<file path="src/rtl/logic_arbiter.sv">
// Two-requester round-robin arbiter in front of a 4-function bitwise logic unit.
// The result is held in a one-entry response slot that honours consumer backpressure.
module logic_arbiter #(
  parameter int WIDTH = 4
) (
  input  logic             i_clk,
  input  logic             i_rst_n,
  input  logic             i_req0_valid,
  output logic             o_req0_ready,
  input  logic [1:0]       i_req0_op,
  input  logic [WIDTH-1:0] i_req0_a,
  input  logic [WIDTH-1:0] i_req0_b,
  input  logic             i_req1_valid,
  output logic             o_req1_ready,
  input  logic [1:0]       i_req1_op,
  input  logic [WIDTH-1:0] i_req1_a,
  input  logic [WIDTH-1:0] i_req1_b,
  output logic             o_rsp_valid,
  input  logic             i_rsp_ready,
  output logic             o_rsp_id,
  output logic [1:0]       o_rsp_op,
  output logic [WIDTH-1:0] o_rsp_data,
  output logic             o_rsp_zero
);

  localparam logic [1:0] OP_XOR = 2'b00;
  localparam logic [1:0] OP_AND = 2'b01;
  localparam logic [1:0] OP_OR  = 2'b10;

  logic             r_rsp_valid;
  logic             r_rsp_id;
  logic [1:0]       r_rsp_op;
  logic [WIDTH-1:0] r_rsp_data;
  logic             r_rsp_zero;
  logic             r_prio;

  logic             w_slot_free;
  logic             w_grant0;
  logic             w_grant1;
  logic             w_xfer0;
  logic             w_xfer1;
  logic             w_xfer;
  logic [1:0]       w_op;
  logic [WIDTH-1:0] w_a;
  logic [WIDTH-1:0] w_b;
  logic [WIDTH-1:0] w_result;

  // A stalled slot blocks every grant; prio only matters under contention.
  assign w_slot_free = !r_rsp_valid || i_rsp_ready;
  assign w_grant0    = i_req0_valid && (!i_req1_valid || !r_prio);
  assign w_grant1    = i_req1_valid && (!i_req0_valid || r_prio);

  assign o_req0_ready = w_grant0 && w_slot_free && i_rst_n;
  assign o_req1_ready = w_grant1 && w_slot_free && i_rst_n;

  assign w_xfer0 = i_req0_valid && o_req0_ready;
  assign w_xfer1 = i_req1_valid && o_req1_ready;
  assign w_xfer  = w_xfer0 || w_xfer1;

  assign w_op = w_xfer1 ? i_req1_op : i_req0_op;
  assign w_a  = w_xfer1 ? i_req1_a  : i_req0_a;
  assign w_b  = w_xfer1 ? i_req1_b  : i_req0_b;

  always_comb begin
    w_result = '0;
    case (w_op)
      OP_XOR:  w_result = w_a ^ w_b;
      OP_AND:  w_result = w_a & w_b;
      OP_OR:   w_result = w_a | w_b;
      default: w_result = ~(w_a | w_b);
    endcase
  end

  always_ff @(posedge i_clk or negedge i_rst_n) begin
    if (!i_rst_n) begin
      r_rsp_valid <= 1'b0;
      r_rsp_id    <= 1'b0;
      r_rsp_op    <= 2'b00;
      r_rsp_data  <= '0;
      r_rsp_zero  <= 1'b0;
      r_prio      <= 1'b0;
    end else if (w_xfer) begin
      r_rsp_valid <= 1'b1;
      r_rsp_id    <= w_xfer1;
      r_rsp_op    <= w_op;
      r_rsp_data  <= w_result;
      r_rsp_zero  <= (w_result == '0);
      r_prio      <= !w_xfer1;
    end else if (i_rsp_ready) begin
      r_rsp_valid <= 1'b0;
    end
  end

  assign o_rsp_valid = r_rsp_valid;
  assign o_rsp_id    = r_rsp_id;
  assign o_rsp_op    = r_rsp_op;
  assign o_rsp_data  = r_rsp_data;
  assign o_rsp_zero  = r_rsp_zero;

endmodule

</file>
<file path="config.mk">
export PLATFORM = sky130hd
export DESIGN_NAME = logic_arbiter
export DESIGN_NICKNAME = d
export VERILOG_FILES = /design/src/rtl/logic_arbiter.sv
export SDC_FILE = /design/constraint.sdc
export NUM_CORES = 1
export LEC_CHECK = 0
export ABC_AREA = 1
export CAP_MARGIN = 20
export CORE_ASPECT_RATIO = 1.25
export CORE_MARGIN = 2
export CORE_UTILIZATION = 40
export DETAILED_ROUTE_END_ITERATION = 10
export PLACE_DENSITY = 0.77
export SETUP_SLACK_MARGIN = 0.1
export SLEW_MARGIN = 20
export SYNTH_ARGS = -nofsm -noshare
export SYNTH_HDL_FRONTEND = slang
export SYNTH_SLANG_ARGS = --single-unit
</file>
<file path="constraint.sdc">
create_clock -name i_clk -period 2.18 [get_ports i_clk]
set_input_delay 0.436 -clock i_clk [delete_from_list [all_inputs] [get_ports i_clk]]
set_output_delay 0.436 -clock i_clk [all_outputs]
set_load 0.01 [all_outputs]
</file>
==> impl_metrics.toml <==
[clocking]
cts.root.buffer_cell = "clkbuf_4"
clock_path_buffers = 2
cts.clk_slew.worst_paths_ns = 0.07
cts_inserted_buffers = 3
htree_levels = 1
tritoncts_num_sinks = 10
cts_tree = "yes"
worst_skew_pair.late_latency_ns = 0.26

[synthesis]
synth.cell_area_um2 = 873
synth.top_cell.area_share_pct = 28.7
mux_cell_area_share_after_synthesis_pct = 0
yosys.area_share.adder_pct = 11.5
netlist_top_cells_count = "28 x nand2_1, 23 x inv_1, 12 x nand3_1, 12 x o21ai_0, 10 x dfrtp_1"
syn_nets = 158
postSynth.topFlopCell = "dfrtp_1"
yosys_warnings = 0
synthTopCellsByArea = "dfrtp_1 29%, nand2_1 12%, ha_1 11%, inv_1 9.9%, nand3_1 6.9%"
netlist-cell-type-count = 18
synth_top_family_by_area = "simple AND/OR/NAND/NOR gates"
synth.avg_cell_area_um2 = 6.99
netlist.top_cell.by_area = "dfrtp_1"
seq_area_frac_synth_pct = 28.7
synth_simple_gate_area_share_pct = 38.3
synth_enable_flop_cells = 0
postSynth.asyncResetShare_pct = 100
yosys.area_share.xor_xnor_pct = 0
yosysMostFrequentCell = "nand2_1"
synth_compound_gate_area_share_pct = 9.74
gate_count_post_synth = 125
postSynthRegisterBits = 10

[floorplan]
fp.dieArea_um2 = 2580
starting_density_of_the_core_pct = 43.1
placeableCoreArea_um2 = 2030
io-pin-count = 36
die-width_um = 45.8
rows = 18
chipHeight_um = 56.2

[routing]
route.vias.total = 1026
routed_wirelength_mm = 2.45
dr.pass1.iters = 4
route.antenna.remaining_nets = 0
post_drt_via_cell_ratio = 5.18
drc = 0
drt-wirelength-per-cell_um = 12.4
drt_iter0_markers = 15

[worst_setup_path]
r2r_start = "r_prio"
timing.critical_path.arrival_ns = 2.18
critical_path_class = "in -> reg"
kind_of_capture_point_of_the_worst_setup_path = "flop"
depth_of_the_worst_register_to_register_path = 13
worstPathMaxFanout = 6
critical_path.startpoint = "i_rsp_ready"
element_type_at_the_critical_path_start = "primary input"
critPathRequiredTime_ns = 2.34

[final_layout]
seqCellArea_um2 = 250
finalNonFillerCells = 198
final_net_count = 212
antenna-diode-count = 0
drive_gt1_share_pct = 35.4
multi_input_comb_area_um2 = 686
final.fill_count = 136
flow.area_growth_from_synthesis_pct = 81.5

[flow_run]
max-cap-violations = 0

[sta]
max_slew_margin_pct = 79.7
finalWorstPathRequiredPeriod_ns = 2.03
tightest_slew_ns = 0.304
max_freq_mhz = 493
final_min_period_over_clock_period_pct = 93.0
finalSetupViolations = 0
hold_ws_ns = 0.121
finClkSkew_ns = 0.00276
unrepaired_setup_endpoints_after_global_routing = "true"
hold_viol_final = 0
slew_violations = 0
timing.setup.tns_ns = 0

[placed_design]
globalplace.congestion = 0.797
io_port_bufs = 35
place_inst = 191
detailed_place_hpwl_mm = 1.76

[global_route]
maximum_number_of_pins_on_one_net_before_global_route_repair = 13
grt_first_pass_wirelength_mm = 3.67
grt_antenna_before_repair = 0
track_usage_pct = 18.6
first_global_vias = 935
gr-total-overflow = 0

[hold_path]
timing.hold.worst.class = "in -> async"

[pwr]
total_leakage_power_nw = 0.788
power_density_nw_per_um2 = 621
ir_drop_mv = 0.369

[outcome]
outcome = "complete, no violations"
==> layout make-up <==
cell class	instances	area share [%]
multi-input combinational	88	43.3
timing repair buffer	51	31.0
sequential	10	15.8
inverter	25	6.08
clock buffer	4	2.29
tap	20	1.58
==> routing by layer <==
layer  wire length, um  global-route usage (%)
met1               928                    20.3
met5                 0                       0
met3                97                    1.95
met4                46                    8.98
met2              1380                    33.6
==> placed cells by master (no fill, tap or decap), drive strengths merged <==
| master | synthesis | layout |
|---|---|---|
| clkbuf | 0 | 4 |
| inv | 25 | 25 |
| dlymetal6s2s | 0 | 2 |
| a21oi | 1 | 1 |
| o21ai | 16 | 16 |
| nor2 | 4 | 4 |
| ha | 8 | 8 |
| dfrtp | 10 | 10 |
| buf | 2 | 16 |
| nand4 | 6 | 6 |
| nand2 | 35 | 35 |
| clkdlybuf4s15 | 0 | 1 |
| nand3 | 13 | 13 |
| nand3b | 1 | 1 |
| or2 | 4 | 4 |
| dlygate4sd2 | 0 | 2 |
| clkdlybuf4s50 | 0 | 30 |
==> power breakdown <==
| part | internal (mW) | switching, mW |
|---|---|---|
| registers | 0.246 | 0.0326 |
| logic | 0.281 | 0.260 |
| clock network | 0.101 | 0.0634 |
| total | 0.629 | 0.356 |
==> critical path, stage by stage <==
cell	delay [ns]
clkdlybuf4s50_1	0.45
inv_1	0.04
nand2_2	0.09
nand3_4	0.13
buf_8	0.18
o21ai_4	0.16
inv_2	0.06
ha_4	0.27
nand3_2	0.07
nand3_2	0.08
nand2_2	0.06
nand4_1	0.09
nand2_1	0.06
==> stage by stage <==
stage	util [%]	setup WS [ns]	instance area (um^2)	power (mW)
after global placement	65.9	-0.165	1340	0.720
after floorplan	-	0.270	873	0.496
after global routing	78.2	0.0716	1590	1.06
after detailed placement	65.9	-0.269	1340	0.734
final	78.2	0.152	1590	0.984
after CTS	67.7	0.108	1370	0.903
==> state kept, by name, summed over array words and instances, names as in the netlist <==
| name | count |
|---|---|
| o_rsp_op | 2 |
| r_prio | 1 |
| o_rsp_zero | 1 |
| o_rsp_id | 1 |
| o_rsp_valid | 1 |
| o_rsp_data | 4 |
==> path summary, 6_finish.rpt <==
check                           slack, ns       endpoint
worst max-delay path                 0.15     o_rsp_zero
worst min-delay path                 0.12    o_rsp_valid
max in group asynchronous            1.91  o_rsp_data[2]
worst max register to register       0.36     o_rsp_zero
worst min register to register       0.49    o_rsp_op[1]
min in group i_clk                   0.49    o_rsp_op[1]
==> cells by family after synthesis <==
kind of cell | Yosys count
simple gates | 63
buf+inv | 27
compound gates | 17
flops | 10
fa+ha+maj | 8
==> repair_timing <==
action                                  4_1_cts  5_1_grt
cloned                                        0        0
buffers inserted                              0        3
gates resized for setup                      10       50
pin swaps                                     1       13
hold buffers                                  0        0
endpoints found under the setup margin        7        6
(Power assumes the default switching activity.)
